### config.mk
export PLATFORM = sky130hd
export DESIGN_NAME = ps2_keyboard_rx
export DESIGN_NICKNAME = d
export VERILOG_FILES = /design/src/rtl/ps2_pkg.sv /design/src/rtl/ps2_rx_frame.sv /design/src/rtl/ps2_keyboard_rx.sv
export SDC_FILE = /design/constraint.sdc
export NUM_CORES = 1
export LEC_CHECK = 0
export CORE_MARGIN = 8
export CORE_UTILIZATION = 39
export DETAILED_ROUTE_END_ITERATION = 10
export GPL_ROUTABILITY_DRIVEN = 0
export GPL_TIMING_DRIVEN = 0
export SYNTH_ARGS = -nofsm -noshare
export SYNTH_HDL_FRONTEND = slang
export SYNTH_SLANG_ARGS = --single-unit
### constraint.sdc
create_clock -name pclk -period 3.6 [get_ports pclk]
set_input_delay 0.72 -clock pclk [delete_from_list [all_inputs] [get_ports pclk]]
set_output_delay 0.72 -clock pclk [all_outputs]
set_load 0.01 [all_outputs]
### src/rtl/ps2_pkg.sv
// Shared constants for the PS/2 keyboard receiver: scancodes, frame FSM
// encoding, default timing parameters and the frame parity helper.
package ps2_pkg;

    localparam logic [7:0] SC_EXT   = 8'hE0;
    localparam logic [7:0] SC_BRK   = 8'hF0;
    localparam logic [7:0] SC_LEFT  = 8'h6B;
    localparam logic [7:0] SC_RIGHT = 8'h74;
    localparam logic [7:0] SC_SPACE = 8'h29;

    localparam logic [1:0] ST_IDLE   = 2'd0;
    localparam logic [1:0] ST_SHIFT  = 2'd1;
    localparam logic [1:0] ST_PARITY = 2'd2;
    localparam logic [1:0] ST_STOP   = 2'd3;

    localparam int DEF_FILTER_LEN  = 8;
    localparam int DEF_TIMEOUT_CYC = 131072;
    localparam int DEF_TO_W        = 18;

    // A PS/2 frame carries odd parity across the eight data bits plus parity.
    function automatic logic odd_parity_ok(input logic [7:0] data, input logic par);
        return ^{data, par};
    endfunction

endpackage

### src/rtl/ps2_rx_frame.sv
// PS/2 line conditioning and 11-bit frame deframer: synchronizes and filters
// both pads, shifts bits on filtered clock falls and validates each frame.
module ps2_rx_frame
    import ps2_pkg::*;
#(
    parameter int FILTER_LEN  = DEF_FILTER_LEN,
    parameter int TIMEOUT_CYC = DEF_TIMEOUT_CYC,
    parameter int TO_W        = DEF_TO_W
) (
    input  logic       pclk,
    input  logic       rst,
    input  logic       ps2_clk_in,
    input  logic       ps2_data_in,
    output logic [7:0] scan_code,
    output logic       scan_valid,
    output logic       frame_err
);

    localparam int FC_W = $clog2(FILTER_LEN + 1);

    logic            clk_p0, clk_p1, dat_p0, dat_p1;
    logic [FC_W-1:0] clk_cnt, dat_cnt;
    logic            clk_f, clk_f_d, dat_f;
    logic            fall;
    logic [1:0]      state;
    logic [2:0]      bit_cnt;
    logic [7:0]      sh;
    logic            par;
    logic [TO_W-1:0] to_cnt;
    logic            to_hit;

    // stage p0/p1: two-flop synchronizers, idle-high after reset
    always_ff @(posedge pclk) begin
        if (rst) begin
            clk_p0 <= 1'b1;
            clk_p1 <= 1'b1;
            dat_p0 <= 1'b1;
            dat_p1 <= 1'b1;
        end else begin
            clk_p0 <= ps2_clk_in;
            clk_p1 <= clk_p0;
            dat_p0 <= ps2_data_in;
            dat_p1 <= dat_p0;
        end
    end

    // stage filter: output follows only after FILTER_LEN consecutive differing samples
    always_ff @(posedge pclk) begin
        if (rst) begin
            clk_cnt <= '0;
            clk_f   <= 1'b1;
            clk_f_d <= 1'b1;
        end else begin
            clk_f_d <= clk_f;
            if (clk_p1 == clk_f) begin
                clk_cnt <= '0;
            end else if (clk_cnt == FC_W'(FILTER_LEN - 1)) begin
                clk_f   <= clk_p1;
                clk_cnt <= '0;
            end else begin
                clk_cnt <= clk_cnt + FC_W'(1);
            end
        end
    end

    always_ff @(posedge pclk) begin
        if (rst) begin
            dat_cnt <= '0;
            dat_f   <= 1'b1;
        end else begin
            if (dat_p1 == dat_f) begin
                dat_cnt <= '0;
            end else if (dat_cnt == FC_W'(FILTER_LEN - 1)) begin
                dat_f   <= dat_p1;
                dat_cnt <= '0;
            end else begin
                dat_cnt <= dat_cnt + FC_W'(1);
            end
        end
    end

    assign fall = clk_f_d & ~clk_f;

    // A fall coinciding with expiry wins, so a slow but legal edge is never lost.
    assign to_hit = (state != ST_IDLE) && !fall && (to_cnt == TO_W'(TIMEOUT_CYC - 1));

    // stage frame: FSM, timeout and result pulses
    always_ff @(posedge pclk) begin
        if (rst) begin
            state      <= ST_IDLE;
            bit_cnt    <= '0;
            to_cnt     <= '0;
            scan_code  <= 8'h00;
            scan_valid <= 1'b0;
            frame_err  <= 1'b0;
        end else begin
            scan_valid <= 1'b0;
            frame_err  <= 1'b0;
            if (fall || state == ST_IDLE) begin
                to_cnt <= '0;
            end else begin
                to_cnt <= to_cnt + TO_W'(1);
            end

            if (to_hit) begin
                state     <= ST_IDLE;
                frame_err <= 1'b1;
            end else if (fall) begin
                case (state)
                    ST_IDLE: begin
                        if (!dat_f) begin
                            bit_cnt <= '0;
                            state   <= ST_SHIFT;
                        end
                    end
                    ST_SHIFT: begin
                        bit_cnt <= bit_cnt + 3'd1;
                        if (bit_cnt == 3'd7) begin
                            state <= ST_PARITY;
                        end
                    end
                    ST_PARITY: begin
                        state <= ST_STOP;
                    end
                    ST_STOP: begin
                        state <= ST_IDLE;
                        if (dat_f && odd_parity_ok(sh, par)) begin
                            scan_valid <= 1'b1;
                            scan_code  <= sh;
                        end else begin
                            frame_err <= 1'b1;
                        end
                    end
                    default: state <= ST_IDLE;
                endcase
            end
        end
    end

    // Data shift path carries no reset; the FSM decides when its contents matter.
    always_ff @(posedge pclk) begin
        if (fall && !to_hit) begin
            if (state == ST_SHIFT) begin
                sh <= {dat_f, sh[7:1]};
            end
            if (state == ST_PARITY) begin
                par <= dat_f;
            end
        end
    end

endmodule

### src/rtl/ps2_keyboard_rx.sv
// PS/2 keyboard receiver top: frame deframer plus make/break decoder that
// holds left, right and fire levels for the game controls.
module ps2_keyboard_rx
    import ps2_pkg::*;
#(
    parameter int FILTER_LEN  = DEF_FILTER_LEN,
    parameter int TIMEOUT_CYC = DEF_TIMEOUT_CYC,
    parameter int TO_W        = DEF_TO_W
) (
    input  logic       pclk,
    input  logic       rst,
    input  logic       ps2_clk_in,
    input  logic       ps2_data_in,
    output logic [7:0] scan_code,
    output logic       scan_valid,
    output logic       frame_err,
    output logic       left,
    output logic       right,
    output logic       fire
);

    logic ext;
    logic brk;

    ps2_rx_frame #(
        .FILTER_LEN  (FILTER_LEN),
        .TIMEOUT_CYC (TIMEOUT_CYC),
        .TO_W        (TO_W)
    ) u_frame (
        .pclk        (pclk),
        .rst         (rst),
        .ps2_clk_in  (ps2_clk_in),
        .ps2_data_in (ps2_data_in),
        .scan_code   (scan_code),
        .scan_valid  (scan_valid),
        .frame_err   (frame_err)
    );

    // stage decode: prefix flags are order-independent and cleared by any final code or error
    always_ff @(posedge pclk) begin
        if (rst) begin
            ext   <= 1'b0;
            brk   <= 1'b0;
            left  <= 1'b0;
            right <= 1'b0;
            fire  <= 1'b0;
        end else if (frame_err) begin
            ext <= 1'b0;
            brk <= 1'b0;
        end else if (scan_valid) begin
            case (scan_code)
                SC_BRK: brk <= 1'b1;
                SC_EXT: ext <= 1'b1;
                default: begin
                    if (ext && scan_code == SC_LEFT) begin
                        left <= ~brk;
                    end
                    if (ext && scan_code == SC_RIGHT) begin
                        right <= ~brk;
                    end
                    if (!ext && scan_code == SC_SPACE) begin
                        fire <= ~brk;
                    end
                    ext <= 1'b0;
                    brk <= 1'b0;
                end
            endcase
        end
    end

endmodule

After elaboration in Yosys (flattened, before gate mapping) --
Index checks and enable logic that the tools add are counted.
Storage, ports and cells: word-level logic and storage cells 100, output and inout bits 13, bits of input ports 4, register bits 62
Operators by class: eq/ne operators 16, muxes and demuxes 12, reduce and logical (&&, ||, !) cells 34, bitwise gates (word level) 12, $add $sub $neg 4
Operators by type and width (number):
- AND reduction 4 bit | 5
- adder 18 x 1 -> 18 bit, second input constant | 1
- equality test 18 x 17 -> 1 bit, second input constant | 1
- equality test 8 x 7 -> 1 bit, second input constant | 2
- equality test 8 bit, second input constant | 2
- AND reduction 2 bit | 6
- NOT 1 bit | 11
- parity 9 bit | 1
- adder 4 x 1 -> 4 bit, second input constant | 2
- equality test 4 x 3 -> 1 bit, second input constant | 2
- equality test 8 x 6 -> 1 bit, second input constant | 1
- case mux 2 bit (4 select lines) | 1
- OR reduction 2 bit | 4
- logical AND 1 bit | 7
- case mux 3 bit (2 select lines) | 1
- OR reduction 3 bit | 2
- two-way mux 1 bit | 5
- equality test 2 bit, second input constant | 2
- two-way mux 2 bit | 2
- case mux 1 bit (2 select lines) | 2
- nonzero test 2 bit | 2
- OR reduction 4 bit | 1
- adder 3 x 1 -> 3 bit, second input constant | 1
- equality test 3 bit, second input constant | 1
- 10 further kinds | 13

Depth between registers and ports, before layout --
Gate-level depths: netlist of run 1.
word-level depth 8, depth in mapped cells 6, mapped depth without buffers 6

Cells and area by module --
Synthesis of run 1 repeated with hierarchy kept, for this count alone.
Unflattened totals: cells, all modules 271, area, all modules 2782.7 um^2
By module, submodules not included:
- ps2_rx_frame | cells an instance 242, sequential area each 1231.2 um^2, area each 2516.2 um^2, times used 1
- ps2_keyboard_rx | cells an instance 29, sequential area each 100.1 um^2, area each 266.5 um^2, times used 1

Worst setup path after synthesis of run 1 --
OpenSTA, ideal clock, no wires.
path type input -> register, start input rst, end register u_frame.to_cnt[10], data required time 3.472 ns, slack 1.833 ns, arrival 1.640 ns, stages on the path 5, path buffers 3, cells stage by stage clkbuf_1 > or3_1 > clkbuf_1 > clkbuf_1 > nor2_1
On the way: cells in the longest elaborated chain, start to end 1
Ends and longest elaborated chain:
- start, declared | RTL line ps2_keyboard_rx.sv:11 | input logic rst,
- OR reduction 2 bit (no line)
- end signal, assigned | RTL line ps2_rx_frame.sv:102 | to_cnt <= to_cnt + TO_W'(1);
- end, declared | RTL line ps2_rx_frame.sv:29 | logic [TO_W-1:0] to_cnt;
Every way passes these cells. A chain may end at the register's enable or synchronous reset.

Final worst setup path of run 1 --
start register u_frame.scan_code[5], end output scan_code[5]
RTL lines:
- start, declared | RTL line ps2_rx_frame.sv:14 | output logic [7:0] scan_code,
- start signal, assigned | RTL line ps2_rx_frame.sv:129 | scan_code <= sh;
- end, declared | RTL line ps2_keyboard_rx.sv:14 | output logic [7:0] scan_code,
No word-level cell between the ends.

==> flow_summary.json, run 1 <==
{
  "first_pass_iters": 3,
  "cts_tree": "done",
  "status": "finished, final reports clean",
  "netlist.area_leader.share": 0.394,
  "netlist_top_cells_area": "dfxtp_1, edfxtp_1, xnor2_1, mux2i_1, ha_1",
  "reg2reg_from": "u_frame.to_cnt[0]",
  "synth_nets": 281,
  "grt_usage": 0.107,
  "die_h_um": 99.2,
  "clockBufferDepth": 2,
  "end_kind": "output port",
  "rr_worst_depth": 5,
  "hold_class": "flop to flop",
  "die_area_um2": 9830,
  "drv_cap": 0,
  "tightestPinTransition_ps": 733,
  "cts.repair.resized": 0,
  "yosysTopAreaCell": "dfxtp_1",
  "grt_pass1_vias": 1779,
  "synth_commonest_cells": "dfxtp_1, nor2_1, nand2b_1",
  "cp.arrival_ps": 1380,
  "drive_above_1_share": 0.0903,
  "n_antenna_cell": 0,
  "peakVddDrop_v": 0.000239,
  "critPathLaunchType": "flop",
  "total_power_uw": 1280,
  "wire_per_inst_um": 12.2,
  "overflow": 0,
  "nNetsFinal": 307,
  "yosysWarnings": 0,
  "synthSimpleGateAreaFrac": 0.248,
  "synthesis.area_um2": 2700,
  "drt-vias-per-instance": 4.91,
  "ant_nets": 0,
  "synth_top_family_by_area": "simple AND/OR/NAND/NOR gates",
  "hold_buffers": 0,
  "yosys_register_bits": 62,
  "yosysMostFrequentCell": "dfxtp_1",
  "synthMuxAreaShare": 0.0529,
  "cp.buffers_inverters": 1,
  "insertion_delay_ps": 340,
  "power_density_nw_per_um2": 410,
  "fin_crit_sh": 0.582,
  "hpwl_mm": 3.27,
  "worst-path-stages": 1,
  "critPathTopFamily": "buffers and inverters",
  "cpPeakStageDelay_ps": 590,
  "synthArstFlopShare": 0,
  "ys_types": 39,
  "start_util": 0.399,
  "drc_errors": 0,
  "tns_ps": 0,
  "postCtsSetupBuffers": 0,
  "cts-root-buf": "clkbuf_8",
  "grt_setup_unrepaired": "no",
  "cts_buffers": 9,
  "register_area_um2": 1330,
  "syn2layout_area_growth_pct": 16.2,
  "slew_viol_final": 0,
  "synth_fa_ha_area_frac": 0.0418,
  "leakage_uw": 0.00107,
  "grt_max_degree": 11,
  "drtIter0Drc": 70,
  "synth_xor_xnor_area_share": 0.0821,
  "die_w_um": 99.2,
  "setup_viol_count_final": 0,
  "synth_compound_area_frac": 0.0575,
  "max_freq_mhz": 477,
  "antenna_found_initial": 0,
  "max-slew-margin-rel": 0.507,
  "core_um2": 6760,
  "n_fill_cell": 660,
  "syn_area_per_cell_um2": 10.1,
  "synth_top_flop_cell": "dfxtp_1",
  "clock_skew_ps": 5.82,
  "cts.sinks": 62,
  "yosysSeqAreaShare": 0.494,
  "hold_depth": 1,
  "hold_start": "u_frame.dat_p0",
  "drt_wl_total_mm": 4.63,
  "required_ps": 2880,
  "final_hold_viol_count": 0,
  "clk_pin_slew_worst_paths_ps": 60,
  "multi_input_area_um2": 1300,
  "synthCells": 268,
  "crit_fanout": 6,
  "vias": 1860,
  "cp-startpoint": "u_frame.scan_code[5]",
  "grt_first_pass_wirelength_mm": 8.28,
  "cts_max_level": 3,
  "synth-edff-count": 9,
  "crit_type": "flop to output port",
  "rows": 30,
  "numPortBuffers": 15,
  "pin_count": 17,
  "period_needed_ps": 2100,
  "cpMaxStageDelayCell": "clkdlybuf4s50_1",
  "path_cells": "clkdlybuf4s50_1"
}
==> state kept, by name, indices dropped and copies added, names as in the netlist, 2 cells and up <==
| name | cells |
|---|---|
| u_frame.bit_cnt | 3 |
| u_frame.clk_cnt | 4 |
| u_frame.dat_cnt | 4 |
| u_frame.scan_code | 8 |
| u_frame.sh | 8 |
| u_frame.state | 2 |
| u_frame.to_cnt | 18 |
==> kinds of logic (layout without fill, tap and decap cells) <==
kind of cell,count (synthesis),count (layout)
buffers and inverters,17,48
multiplexers,13,13
flip-flops,62,62
AND/OR/NAND/NOR,119,119
AO/OA/AOI/OAI,26,26
XOR/XNOR,22,22
adder cells (fa/ha/maj),9,9
==> per-stage QoR <==
step	instance area, µm²	setup slack (ps)	instances	utilization	hold WS (ps)
after floorplan	2700	1830	268	-	389
after CTS	3130	1480	379	0.464	420
final	3130	1500	379	0.464	417
after detailed placement	2950	1300	363	0.436	403
after global placement	2950	1330	363	0.436	397
after global routing	3130	1240	379	0.464	442
==> path summary, 6_finish.rpt <==
check / to / slack (ps)
hold / removal: u_frame.dat_p1 / 420
setup reg to reg: u_frame.frame_err / 1540
hold reg to reg: u_frame.dat_p1 / 420
setup / recovery: scan_code[5] / 1500
==> where the power goes <==
part / switching, µW / internal (µW) / total [µW]
Clock: 258 / 304 / 562
Sequential: 1.26 / 703 / 704
Combinational: 9.07 / 8.55 / 17.6
Total: 269 / 1010 / 1280
==> cell type report <==
class | instances | area share
multi-input cells | 189 | 0.415
clock inverters | 3 | 0.00559
well taps | 80 | 0.0319
clock buffers | 13 | 0.0539
inverters | 11 | 0.0132
plain buffers | 6 | 0.00719
flip-flops and latches | 62 | 0.425
repair buffers | 15 | 0.0479
==> cell usage in the layout (no fill, tap or decap), types with 2 or more instances in the layout <==
master,netlist,layout
dfxtp_1,53,53
nor2_1,28,28
nand2b_1,18,18
clkdlybuf4s50_1,0,15
xnor2_1,14,14
nand3_1,13,13
mux2i_1,12,12
clkbuf_8,0,12
inv_1,11,11
or3_1,11,11
nand2_1,9,9
o21ai_0,9,9
a21oi_1,9,9
ha_1,9,9
edfxtp_1,9,9
clkbuf_1,6,7
nor2b_1,6,6
xor2_1,6,6
nor3_1,6,6
or2_2,6,6
and3_1,5,5
nor4_1,3,3
nand4b_1,3,3
and2_1,2,2
a22oi_1,2,2
or4_4,2,2
a211o_1,2,2
clkinv_2,0,2
==> layer usage <==
metal | global-route usage | part of all wire
met1 | 0.128 | 0.49
met2 | 0.160 | 0.44
met3 | 0.0475 | 0.050
met4 | 0.0489 | 0.018
met5 | 0 | 0
No activity file was read; power rests on OpenSTA's default activity.
==> run 2, diff against run 1 <==
Clock period 3.6 ns to 1.85 ns, I/O delays scaled along.
==> run 2 against run 1 <==
Compared with the run above:
- critical path depth stayed put
- register-to-register slack worse by 1400 ps
- sequential power increased by 95%
- total power grew 95%
- via count up 2.8%
- clock skew increased by 0.98 ps
- largest power group unchanged
- sequential cell count unchanged
- clock-buffer cell count unchanged
- cell area is 4.6% higher
- die area unchanged
- wire length increased by 3.9%
==> flow_summary.json, run 2 (synthesized netlist as in run 1, its figures left out) <==
{
  "overflow": 0,
  "grt_max_degree": 11,
  "required_ps": 1480,
  "final_hold_viol_count": 0,
  "cts.sinks": 62,
  "crit_type": "flop to output port",
  "end_kind": "output port",
  "grt_first_pass_wirelength_mm": 8.32,
  "die_w_um": 99.2,
  "tightestPinTransition_ps": 480,
  "critPathTopFamily": "buffers and inverters",
  "hold_buffers": 0,
  "ant_nets": 0,
  "power_density_nw_per_um2": 764,
  "numPortBuffers": 15,
  "die_h_um": 99.2,
  "hold_class": "flop to flop",
  "hpwl_mm": 3.27,
  "drt_wl_total_mm": 4.82,
  "drive_above_1_share": 0.168,
  "grt_setup_unrepaired": "no",
  "p_sw_frac": 0.211,
  "cts_tree": "done",
  "slew_viol_final": 0,
  "comb_power_share": 0.014,
  "first_pass_iters": 4,
  "cp.arrival_ps": 1390,
  "cts_buffers": 9,
  "registers.top_by_ff_count": "u_frame.to_cnt",
  "max-slew-margin-rel": 0.680,
  "top_regs": "u_frame.to_cnt (18), u_frame.scan_code (8), u_frame.sh (8)",
  "dp_slack_ps": -209,
  "rows": 30,
  "cpPeakStageDelay_ps": 590,
  "path_cells": "clkdlybuf4s50_1",
  "grt_usage": 0.107,
  "syn2layout_area_growth_pct": 21.5,
  "max_freq_mhz": 570,
  "drv_cap": 0,
  "setup_ws_ps": 94.7,
  "vias": 1912,
  "setup_viol_count_final": 0,
  "layout_commonest_cell": "dfxtp_1",
  "start_util": 0.399,
  "fin_crit_sh": 0.949,
  "drc_errors": 0,
  "drt-vias-per-instance": 4.92,
  "final_cell_mix": "dfxtp_1, nor2_1, nand2b_1",
  "nNetsFinal": 317,
  "clock_skew_ps": 6.79,
  "peakVddDrop_v": 0.000471,
  "cp.buffers_inverters": 1,
  "cpMaxStageDelayCell": "clkdlybuf4s50_1",
  "clockBufferDepth": 2,
  "status": "finished, final reports clean",
  "insertion_delay_ps": 340,
  "crit_fanout": 7,
  "internal_power_uw": 1970,
  "die_area_um2": 9830,
  "antenna_found_initial": 0,
  "tns_ps": 0,
  "critPathLaunchType": "flop",
  "switchingPower_uw": 528,
  "cts_max_level": 3,
  "placed_cells": 363,
  "largest_register_ff_count": 18,
  "clk_pin_slew_worst_paths_ps": 60,
  "core_um2": 6760,
  "drtIter0Drc": 73,
  "leakage_uw": 0.00114,
  "cts-root-buf": "clkbuf_8",
  "power_frac_seq": 0.547,
  "pin_count": 17,
  "wire_per_inst_um": 12.4,
  "instances_no_fill": 389,
  "period_needed_ps": 1760,
  "p_clk_frac": 0.439,
  "n_antenna_cell": 0,
  "grt_pass1_vias": 1790
}
-- run 2: changes by cell type in the layout (fill, tap and decap cells not counted), sizes merged --
cell,change
clkbuf,-2
buf,+12
-- run 2: area by class of cell --
type	instances	area, µm²
flip-flops and latches	62	1340
well taps	80	100
plain buffers	5	20.0
multi-input cells	189	1340
repair buffers	26	245
clock buffers	13	169
clock inverters	3	17.5
inverters	11	41.3
fillers	646	3480
-- run 2: timing repair --
| item | 4_1_cts | 5_1_grt |
|---|---|---|
| buffers inserted | 1 | 10 |
| gates resized for setup | 4 | 13 |
| pin swaps | 0 | 3 |
| endpoints found under the setup margin | 23 | 22 |
-- run 2: final timing paths --
kind,slack [ps],to,cells after the start,startpoint
worst min-delay path,420,u_frame.dat_p1,1,u_frame.dat_p0
worst max register to register,100,left,4,u_frame.scan_code[7]
worst max-delay path,90,scan_code[4],1,u_frame.scan_code[4]
worst min register to register,420,u_frame.dat_p1,1,u_frame.dat_p0
-- run 2: power groups by stage --
stage                     Combinational, µW  Clock, µW  Sequential [µW]
after floorplan                        23.3          0             1400
after global placement                 35.4          0             1400
after detailed placement               35.2          0             1400
after CTS                              35.3       1150             1370
after global routing                   39.9       1200             1370
final                                  34.3       1100             1370
-- run 2: through the flow --
| step | hold WS [ps] | total power (µW) | instance area (µm²) | utilization |
|---|---|---|---|---|
| after floorplan | 389 | 1420 | 2700 | - |
| after global placement | 397 | 1430 | 2950 | 0.436 |
| after detailed placement | 403 | 1430 | 2950 | 0.436 |
| after CTS | 420 | 2550 | 3160 | 0.468 |
| after global routing | 442 | 2610 | 3280 | 0.485 |
| final | 418 | 2500 | 3280 | 0.485 |
-- run 2: layer usage --
metal / routed length, µm / vias up / part of all wire / GRT usage
li1: - / 999 / - / -
met1: 2380 / 882 / 0.49 / 0.129
met2: 2110 / 21 / 0.44 / 0.160
met3: 246 / 10 / 0.051 / 0.0475
met4: 85 / 0 / 0.018 / 0.0489
met5: 0 / - / 0 / 0
==> run 3, diff against run 2 <==
Settings changed: CTS_BUF_LIST from default to sky130_fd_sc_hd__clkbuf_8 sky130_fd_sc_hd__clkbuf_16, TNS_END_PERCENT from default to 100.
==> run 3 against run 2 <==
Compared with the run above:
- critical path depth unchanged
- non-clock buffer count unchanged
- die area stayed put
- clock power is essentially flat
- largest cell class unchanged
- highest routed layer unchanged
- hold slack is the same
- via count barely moved
- first-iteration DRC count is the same
==> flow_summary.json, run 3 (synthesized netlist as in run 1, its figures left out) <==
{
  "status": "finished, final reports clean",
  "die_h_um": 99.2,
  "n_antenna_cell": 0,
  "insertion_delay_ps": 340,
  "vias": 1913,
  "die_w_um": 99.2,
  "register_area_um2": 1340,
  "grt_usage": 0.107,
  "multi_input_area_um2": 1340,
  "tns_ps": 0,
  "crit_fanout": 7,
  "cpMaxStageDelayCell": "clkdlybuf4s50_1",
  "drt-vias-per-instance": 4.92,
  "cts-root-buf": "clkbuf_8",
  "cts_buffers": 9,
  "die_area_um2": 9830,
  "clk_pin_slew_worst_paths_ps": 60,
  "numPortBuffers": 15,
  "overflow": 0,
  "final_cell_mix": "dfxtp_1, nor2_1, nand2b_1",
  "drv_cap": 0,
  "grt_first_pass_wirelength_mm": 8.32,
  "syn2layout_area_growth_pct": 21.5,
  "pin_count": 17,
  "clock_skew_ps": 6.79,
  "antenna_found_initial": 0,
  "largest_register_ff_count": 18,
  "cp.arrival_ps": 1390,
  "grt_pass1_vias": 1790,
  "wire_per_inst_um": 12.4,
  "drt_wl_total_mm": 4.82,
  "critPathLaunchType": "flop",
  "fin_crit_sh": 0.949,
  "grt_max_degree": 11,
  "n_fill_cell": 646,
  "cts.sinks": 62,
  "final_hold_viol_count": 0,
  "start_util": 0.399,
  "max-slew-margin-rel": 0.680,
  "max_freq_mhz": 570,
  "dp_slack_ps": -209,
  "drc_errors": 0,
  "drive_above_1_share": 0.168,
  "first_pass_iters": 4,
  "drtIter0Drc": 73,
  "clockBufferDepth": 2,
  "final_util": 0.485,
  "nNetsFinal": 317,
  "rows": 30,
  "tightestPinTransition_ps": 480,
  "cpPeakStageDelay_ps": 590,
  "hpwl_mm": 3.27,
  "ant_nets": 0,
  "setup_viol_count_final": 0,
  "power_density_nw_per_um2": 762,
  "path_cells": "clkdlybuf4s50_1",
  "hold_depth": 1,
  "end_kind": "output port",
  "grt_setup_unrepaired": "no",
  "core_um2": 6760,
  "rr_worst_depth": 4,
  "leakage_uw": 0.00115,
  "setup_ws_ps": 94.7,
  "crit_type": "flop to output port",
  "period_needed_ps": 1760,
  "required_ps": 1480,
  "layout_commonest_cell": "dfxtp_1",
  "registers.top_by_ff_count": "u_frame.to_cnt",
  "cp.buffers_inverters": 1,
  "hold_class": "flop to flop",
  "cts_tree": "done",
  "critPathTopFamily": "buffers and inverters",
  "worst-path-stages": 1,
  "slew_viol_final": 0,
  "top_regs": "u_frame.to_cnt (18), u_frame.scan_code (8), u_frame.sh (8)",
  "peakVddDrop_v": 0.000471,
  "cts_max_level": 3
}
run 3: final timing paths:
path | startpoint | to | slack (ps)
setup / recovery | u_frame.scan_code[4] | scan_code[4] | 90
hold / removal | u_frame.dat_p0 | u_frame.dat_p1 | 420
setup reg to reg | u_frame.scan_code[7] | left | 100
hold reg to reg | u_frame.dat_p0 | u_frame.dat_p1 | 420
run 3: metrics by stage:
| step | cell area (µm²) | std cells | power (µW) | hold WS (ps) |
|---|---|---|---|---|
| after floorplan | 2700 | 268 | 1420 | 389 |
| after global placement | 2950 | 363 | 1430 | 397 |
| after detailed placement | 2950 | 363 | 1430 | 403 |
| after CTS | 3160 | 380 | 2550 | 420 |
| after global routing | 3280 | 389 | 2600 | 442 |
| final | 3280 | 389 | 2500 | 418 |
run 3: final cells by class:
cell class | instances | share of cell area
Multi-Input combinational cell | 189 | 0.410
Sequential cell | 62 | 0.409
Timing Repair Buffer | 26 | 0.0749
Clock buffer | 12 | 0.0504
Tap cell | 80 | 0.0306
Inverter | 11 | 0.0126
Clock inverter | 4 | 0.00649
Buffer | 5 | 0.00611
run 3: repair_timing:
| action | CTS | global route |
|---|---|---|
| endpoints found under the setup margin | 23 | 22 |
| hold buffers | 0 | 0 |
| resized for setup | 4 | 13 |
| pin swaps | 0 | 3 |
| setup buffers | 1 | 10 |
run 3: per-layer routing:
metal	GRT usage	share of wire
met1	0.129	0.49
met2	0.160	0.44
met3	0.0475	0.051
met4	0.0489	0.018
met5	0	0
run 3: where the power goes:
group / leakage, µW / internal [µW] / switching, µW
registers: 0.000511 / 1370 / 2.47
clock network: 0.0000996 / 586 / 508
logic: 0.000536 / 16.6 / 17.6
